--- src/rtl/conv3x3_pkg.sv ---
// conv3x3_pkg: shared widths, coefficient addresses, FSM states and the
// signed pixel-by-coefficient product helper for the 3x3 convolution engine.
package conv3x3_pkg;

    localparam int ACC_W    = 24;
    localparam int PROD_W   = 17;
    localparam int ROW_W    = 19;
    localparam int NUM_TAPS = 9;
    localparam int NUM_COEF = 10;

    localparam logic [3:0] ADDR_BIAS = 4'd9;

    typedef enum logic {
        LOAD = 1'b0,
        RUN  = 1'b1
    } state_t;

    // Unsigned pixel times signed 8-bit coefficient; exact in 17 bits.
    function automatic logic signed [PROD_W-1:0] tap_mul(
        input logic [7:0] px,
        input logic [7:0] k
    );
        logic signed [PROD_W-1:0] a;
        logic signed [PROD_W-1:0] b;
        a = PROD_W'($signed({1'b0, px}));
        b = PROD_W'($signed(k));
        return a * b;
    endfunction

endpackage

--- src/rtl/conv3x3_adder_tree.sv ---
// conv3x3_adder_tree: registered two-stage sum of nine products plus bias.
// Ports: clk, rst (sync high), in_valid, products (9 x 17b packed, tap 0 in LSBs),
//        bias (signed 16b), out_valid, acc (signed OUT_W b).
module conv3x3_adder_tree
    import conv3x3_pkg::*;
#(
    parameter int OUT_W = ACC_W
) (
    input  logic                         clk,
    input  logic                         rst,
    input  logic                         in_valid,
    input  logic [NUM_TAPS*PROD_W-1:0]   products,
    input  logic [15:0]                  bias,
    output logic                         out_valid,
    output logic [OUT_W-1:0]             acc
);

    logic signed [PROD_W-1:0] p [NUM_TAPS];
    logic signed [ROW_W-1:0]  r0;
    logic signed [ROW_W-1:0]  r1;
    logic signed [ROW_W-1:0]  r2;
    logic signed [15:0]       bias_q;
    logic                     row_valid;

    always_comb begin
        for (int i = 0; i < NUM_TAPS; i++) begin
            p[i] = $signed(products[i*PROD_W +: PROD_W]);
        end
    end

    always_ff @(posedge clk) begin
        if (rst) begin
            row_valid <= 1'b0;
            out_valid <= 1'b0;
        end else begin
            row_valid <= in_valid;
            out_valid <= row_valid;
        end
    end

    // Row sums: one row of the window per adder.
    always_ff @(posedge clk) begin
        if (in_valid) begin
            r0     <= ROW_W'(p[0]) + ROW_W'(p[1]) + ROW_W'(p[2]);
            r1     <= ROW_W'(p[3]) + ROW_W'(p[4]) + ROW_W'(p[5]);
            r2     <= ROW_W'(p[6]) + ROW_W'(p[7]) + ROW_W'(p[8]);
            bias_q <= $signed(bias);
        end
    end

    always_ff @(posedge clk) begin
        if (row_valid) begin
            acc <= OUT_W'(r0) + OUT_W'(r1) + OUT_W'(r2) + OUT_W'(bias_q);
        end
    end

endmodule

--- src/rtl/conv3x3_engine.sv ---
// conv3x3_engine: 3x3 signed convolution with bias, shift requant, ReLU and
// 8-bit saturation; coefficient LOAD/RUN control and output position tracking.
// Ports: clk, rst (sync high), in_valid, w0..w8 (window, row-major),
//        wt_we/wt_addr/wt_data (coefficient writes), wt_commit, wt_clear,
//        ready, out_valid, out_pixel, out_col, out_row, frame_done.
module conv3x3_engine #(
    parameter int IMG_WIDTH  = 28,
    parameter int IMG_HEIGHT = 28,
    parameter int SHIFT      = 7,
    parameter int ACC_W      = conv3x3_pkg::ACC_W
) (
    input  logic        clk,
    input  logic        rst,
    input  logic        in_valid,
    input  logic [7:0]  w0,
    input  logic [7:0]  w1,
    input  logic [7:0]  w2,
    input  logic [7:0]  w3,
    input  logic [7:0]  w4,
    input  logic [7:0]  w5,
    input  logic [7:0]  w6,
    input  logic [7:0]  w7,
    input  logic [7:0]  w8,
    input  logic        wt_we,
    input  logic [3:0]  wt_addr,
    input  logic [15:0] wt_data,
    input  logic        wt_commit,
    input  logic        wt_clear,
    output logic        ready,
    output logic        out_valid,
    output logic [7:0]  out_pixel,
    output logic [5:0]  out_col,
    output logic [5:0]  out_row,
    output logic        frame_done
);

    import conv3x3_pkg::*;

    localparam logic signed [ACC_W-1:0] PX_MAX = ACC_W'(255);

    state_t state;
    state_t state_nx;

    logic [NUM_COEF-1:0]        loaded;
    logic [7:0]                 kern [NUM_TAPS];
    logic [15:0]                bias;
    logic [7:0]                 win [NUM_TAPS];

    logic                       clear_req;
    logic                       win_take;

    logic                       s1_valid;
    logic [NUM_TAPS*PROD_W-1:0] s1_prod;
    logic [15:0]                s1_bias;

    logic                       acc_valid;
    logic [ACC_W-1:0]           acc;
    logic signed [ACC_W-1:0]    shifted;
    logic [7:0]                 sat_px;

    logic [5:0]                 cnt_col;
    logic [5:0]                 cnt_row;
    logic                       col_last;
    logic                       row_last;

    assign win = '{w0, w1, w2, w3, w4, w5, w6, w7, w8};

    always_ff @(posedge clk) begin
        if (rst) begin
            state <= LOAD;
        end else begin
            state <= state_nx;
        end
    end

    always_comb begin
        state_nx = state;
        unique case (state)
            LOAD: if (wt_commit && (&loaded)) state_nx = RUN;
            RUN:  if (wt_clear) state_nx = LOAD;
        endcase
    end

    assign ready     = (state == RUN);
    assign clear_req = (state == RUN) && wt_clear;
    // A clear in the same cycle drops the window.
    assign win_take  = (state == RUN) && in_valid && !wt_clear;

    // Coefficients are writable only in LOAD; values survive a clear.
    always_ff @(posedge clk) begin
        if (rst) begin
            loaded <= '0;
            bias   <= '0;
            for (int i = 0; i < NUM_TAPS; i++) begin
                kern[i] <= '0;
            end
        end else if (state == LOAD) begin
            if (wt_we) begin
                for (int i = 0; i < NUM_TAPS; i++) begin
                    if (wt_addr == 4'(i)) begin
                        kern[i]   <= wt_data[7:0];
                        loaded[i] <= 1'b1;
                    end
                end
                if (wt_addr == ADDR_BIAS) begin
                    bias                 <= wt_data;
                    loaded[NUM_COEF-1]   <= 1'b1;
                end
            end
        end else if (clear_req) begin
            loaded <= '0;
        end
    end

    always_ff @(posedge clk) begin
        if (rst) begin
            s1_valid <= 1'b0;
        end else begin
            s1_valid <= win_take;
        end
    end

    // Bias travels with its window so a reload during drain cannot leak in.
    always_ff @(posedge clk) begin
        if (win_take) begin
            for (int i = 0; i < NUM_TAPS; i++) begin
                s1_prod[i*PROD_W +: PROD_W] <= tap_mul(win[i], kern[i]);
            end
            s1_bias <= bias;
        end
    end

    conv3x3_adder_tree #(
        .OUT_W (ACC_W)
    ) u_tree (
        .clk       (clk),
        .rst       (rst),
        .in_valid  (s1_valid),
        .products  (s1_prod),
        .bias      (s1_bias),
        .out_valid (acc_valid),
        .acc       (acc)
    );

    always_comb begin
        shifted = $signed(acc) >>> SHIFT;
        if (shifted[ACC_W-1]) begin
            sat_px = 8'd0;
        end else if (shifted > PX_MAX) begin
            sat_px = 8'hff;
        end else begin
            sat_px = shifted[7:0];
        end
    end

    assign col_last = (cnt_col == 6'(IMG_WIDTH - 3));
    assign row_last = (cnt_row == 6'(IMG_HEIGHT - 3));

    // cnt_* hold the position of the next pixel to be emitted.
    always_ff @(posedge clk) begin
        if (rst) begin
            out_valid  <= 1'b0;
            out_pixel  <= '0;
            out_col    <= '0;
            out_row    <= '0;
            frame_done <= 1'b0;
            cnt_col    <= '0;
            cnt_row    <= '0;
        end else begin
            out_valid  <= acc_valid;
            frame_done <= 1'b0;
            if (acc_valid) begin
                out_pixel  <= sat_px;
                out_col    <= cnt_col;
                out_row    <= cnt_row;
                frame_done <= col_last && row_last;
                if (col_last) begin
                    cnt_col <= '0;
                    cnt_row <= row_last ? 6'd0 : cnt_row + 6'd1;
                end else begin
                    cnt_col <= cnt_col + 6'd1;
                end
            end
            if (clear_req) begin
                cnt_col <= '0;
                cnt_row <= '0;
            end
        end
    end

endmodule
--- config.mk ---
export PLATFORM = sky130hd
export DESIGN_NAME = conv3x3_engine
export DESIGN_NICKNAME = d
export VERILOG_FILES = /design/src/rtl/conv3x3_pkg.sv /design/src/rtl/conv3x3_adder_tree.sv /design/src/rtl/conv3x3_engine.sv
export SDC_FILE = /design/constraint.sdc
export NUM_CORES = 2
export LEC_CHECK = 0
export CORE_MARGIN = 2
export CORE_UTILIZATION = 70
export CTS_BUF_LIST = sky130_fd_sc_hd__clkbuf_4 sky130_fd_sc_hd__clkbuf_8
export DETAILED_ROUTE_END_ITERATION = 16
export PLACE_DENSITY_LB_ADDON = 0.1
export REMOVE_ABC_BUFFERS = 1
export SYNTH_ARGS = -nofsm -noshare
export SYNTH_HDL_FRONTEND = slang
export SYNTH_SLANG_ARGS = --single-unit
--- constraint.sdc ---
create_clock -name clk -period 9.8 [get_ports clk]
set_input_delay 2.94 -clock clk [delete_from_list [all_inputs] [get_ports clk]]
set_output_delay 2.94 -clock clk [all_outputs]
set_load 0.02 [all_outputs]
==> results.txt <==
Area growth from synthesis to layout: 9.716%. Of all flip-flops after synthesis, the portion carrying an async set or reset was 0%. Clock latency on the worst-skew pair, taken at its later pin, is 670 ps.

Share of Yosys cell area claimed by the top area cell type: 26.09%. Type of the most critical hold path: flip-flop to flip-flop. Once detail routing completed, the nets flagged for antenna violations numbered 0. Dividing the final minimum period by the clock period gives 74.72%. The count of buffer and inverter cells on the critical path was 3; the average wire length per cell after detail routing was 18.53 um.

Counting flops with a built-in enable in the synthesized netlist gives 331. The worst setup path is of the input pin to flip-flop kind. The dominant register cell in the synthesized netlist is sky130_fd_sc_hd__edfxtp_1. The cell class contributing the biggest share of worst-path delay was adder cells.

Cells with a size suffix above 1 make up 4.081% of the layout. The final hold slack is 419.4 ps. Global routing consumed, over all layers together, 31.61% of the routing resources. Summing over every cut layer, the via total after detailed routing is 26,920. For the final database, setup skew stands at 29.51 ps.

The remaining routing DRC violations is 0. The summed negative setup slack over all endpoints was 0 ps; the buffers inserted during post-CTS setup optimization was 0. The most common cell after layout, fill and taps aside was sky130_fd_sc_hd__inv_1. Counting buffers and inverters, the worst setup path is 15 cells deep.

The width of the chip was 237.3 um. Number of primary I/O pins: 121. The pin slew with the least headroom to its limit came out at 1211 ps. Setup repair after global routing left no endpoint under its margin. The H-tree depth was 3. In this run, the number of DRC markers left after iteration 0 of detailed routing was 2,161. The floorplan has 85 rows. Sorting the synthesized cells by area gives the leading types as sky130_fd_sc_hd__edfxtp_1, sky130_fd_sc_hd__fa_1, sky130_fd_sc_hd__ha_1. After clock tree synthesis, the repair step resized 0 gates.

The reg-to-reg startpoint is kern[0][66]. Peak clock frequency supported by timing: 0.1366 GHz. Via count of the first global-routing pass: 27,890. The root buffer cell chosen for the clock tree is sky130_fd_sc_hd__clkbuf_8. During synthesis, Yosys emitted a total of 0 warnings. The tools report the data arrival time of the critical path as 7670 ps. The synthesized netlist contains 71 unique library cells.

The critical path launch point type was an input pin. TritonCTS built the clock tree. The run finished with clean final reports. Across the VDD grid, the largest voltage drop is 140.5 uV. The leakage power figure was 19.06 nW.

The initial core utilization came out at 70.81%. For the number of sinks on the clock net, the log shows 395. In the layout the commonest cells are sky130_fd_sc_hd__inv_1, sky130_fd_sc_hd__ha_1, sky130_fd_sc_hd__fa_1.

Tightest slew margin relative to the limit: 19.26%. The endpoint type of the worst setup path was a flip-flop. During placement, the flow inserted port buffers numbering 120. The tools report the combined flip-flop and latch cell area as 11,220 um^2. The number of antenna violations at the first check in global routing was 13.

Data on the critical path is required at its endpoint by 10,150 ps. The routed design has 85,260 um of wire. The critical path starts at w8[3]. Final weighted congestion in routability-driven placement: 0.9275. The tools report the placeable core region as 53,810 um^2. Cell taking the most area after synthesis: sky130_fd_sc_hd__edfxtp_1.

Detailed-route vias per instance: 5.852. The largest net degree at the start of global routing was 75. Clock-pin slew was measured on the worst setup and hold paths at 60 ps.

The slowest stage of the critical path is the sky130_fd_sc_hd__a2111oi_0 cell. After the last flow step, the layout net total stands at 4,825. The flip-flop and latch count after synthesis came out at 395.

The count of TritonRoute iterations in the first routing pass was 5. The mapped cell area is 38,100 um^2. Clock period minus worst slack: 7322 ps.

In this run the critical register-to-register path is captured at s1_prod[152]. Number of hold violations in the final report: 0. Counting the buffers created by CTS gives 70.

The power after layout came out at 7.494 mW. Setup violations remaining at the end of the flow were counted as 0. In this design, the stage delay of the slowest critical-path cell is 720 ps.

The tools report the residual overflow from global routing as 0. The vertical die dimension is 237.3 um. The die covers 56,320 um^2.

The power per cell area was 179.3 nW/um^2. The worst register-to-register path has a depth of 14. Traced cell by cell, the critical path runs through clkdlybuf4s50_1 -> and2_1 -> fa_1 -> inv_1 -> fa_1 -> fa_1 -> fa_1 -> inv_1 -> ha_1 -> nor2b_1 -> o21a_1 -> o211ai_1 -> a31oi_1 -> mux2i_1 -> a2111oi_0. Detailed placement finished with a half-perimeter wire length of 66,970 um. Summing the sequential cell areas from Yosys gives 29.45% of the chip area. The number of max-capacitance violations reported is 0, and the count of hold buffers inserted by post-cts repair is 0. The tools report the filler cell count in the final layout as 3,594. The multi-input combinational cells in the finished layout cover a total of 24,510 um^2. The average cell area after synthesis works out to 10.41 um^2. The worst-case clock buffer depth came out at 3. For the final count of pins violating max slew, the log shows 0.

Counting stages on the worst path, the most repeated cell is sky130_fd_sc_hd__fa_1. The first-pass GRT wire length came out at 140,600 um. In this run the worst setup path terminates at s1_prod[152]. The setup check on the worst reg-to-reg path leaves a slack of 4780 ps.

In this run the worst path has a maximum fanout of 8. Counting every instance in the synthesized netlist gives 3,659.
## how the worst min path moves through the flow
| stage | from | cells past startpoint | to | slack [ps] |
|---|---|---|---|---|
| after detailed placement | s1_bias[12] | 0 | u_tree.bias_q[12] | 400 |
| final | s1_bias[6] | 0 | u_tree.bias_q[6] | 420 |
| after floorplan | s1_bias[0] | 0 | u_tree.bias_q[0] | 400 |
| after global routing | s1_bias[1] | 0 | u_tree.bias_q[1] | 430 |
| after global placement | s1_bias[3] | 0 | u_tree.bias_q[3] | 400 |
| after CTS | s1_bias[6] | 0 | u_tree.bias_q[6] | 420 |
## registers in the layout, indices dropped and copies added (netlist names), 6 cells and up
name / cells
kern: 72
u_tree.r2: 19
cnt_col: 6
s1_bias: 16
cnt_row: 6
out_pixel: 8
out_row: 6
out_col: 6
u_tree.bias_q: 16
u_tree.r1: 19
u_tree.r0: 19
u_tree.acc: 17
s1_prod: 153
loaded: 10
bias: 16
## area by class of cell
cell class	count	share of cell area, %
Multi-Input combinational cell	2631	58.63
Clock inverter	39	1.125
Antenna cell	8	0.04789
Timing Repair Buffer	130	3.041
Sequential cell	395	26.84
Inverter	610	5.477
Clock buffer	91	2.756
Tap cell	696	2.083
## worst reg2reg max path: cells and delay by family, from the launching register on
kind,cells,cell delay (ps)
multiplexers,1,160
adder cells (fa/ha/maj),5,2180
buffers and inverters,2,120
AND/OR/NAND/NOR,2,390
AO/OA/AOI/OAI,4,1320
flip-flops,1,530
## synth_stat cells (all sizes together), types with 5 or more instances
cell and number:
a2111oi 8, a211o 12, a211oi 19, a21o 52
a21oi 90, a221oi 10, a311oi 8, a31oi 24
and2 294, and3 14, buf 5, clkbuf 18
dfxtp 64, edfxtp 331, fa 407, ha 482
inv 610, mux2i 44, nand2 312, nand2b 60
nand3 32, nand3b 12, nand4 11, nor2 226
nor2b 29, nor3 60, nor4 12, nor4b 5
o211ai 19, o21a 44, o21ai 71, o21bai 12
o22ai 5, o311ai 12, o31a 16, o31ai 6
o41ai 9, or2 13, or3 14, or4 9
xnor2 106, xor2 36
## per-layer routing
metal,track usage [%],up-vias,wire (um)
met3,5.621,174,6191
met1,42.49,13200,35700
met5,0,-,25
li1,-,12590,-
met4,9.968,4,2579
met2,52.71,949,40760
## power by group
part           leakage [nW]  switching, mW  internal, mW
Sequential             3.58         0.0530          2.05
Combinational          14.6           2.03          1.59
Clock                 0.842          0.748          1.03
## metrics by stage
stage,instances,utilization [%],setup WS [ps],instance area (um^2)
6_report,4600,77.69,2478,41810
3_3_place_gp,4462,74.63,1957,40160
3_5_place_dp,4462,74.63,1939,40160
2_1_floorplan,3636,-,2345,38010
5_1_grt,4596,77.67,2249,41800
4_1_cts,4592,77.65,2620,41790
## cell families after synthesis
group | count (synthesis) | share of synthesized area, %
AO/OA/AOI/OAI | 439 | 7.900
XOR/XNOR | 142 | 3.264
adder cells (fa/ha/maj) | 889 | 37.21
buffers and inverters | 633 | 6.252
flip-flops | 395 | 29.45
multiplexers | 46 | 1.215
AND/OR/NAND/NOR | 1115 | 14.71
Power figures use the tool's default switching activity.
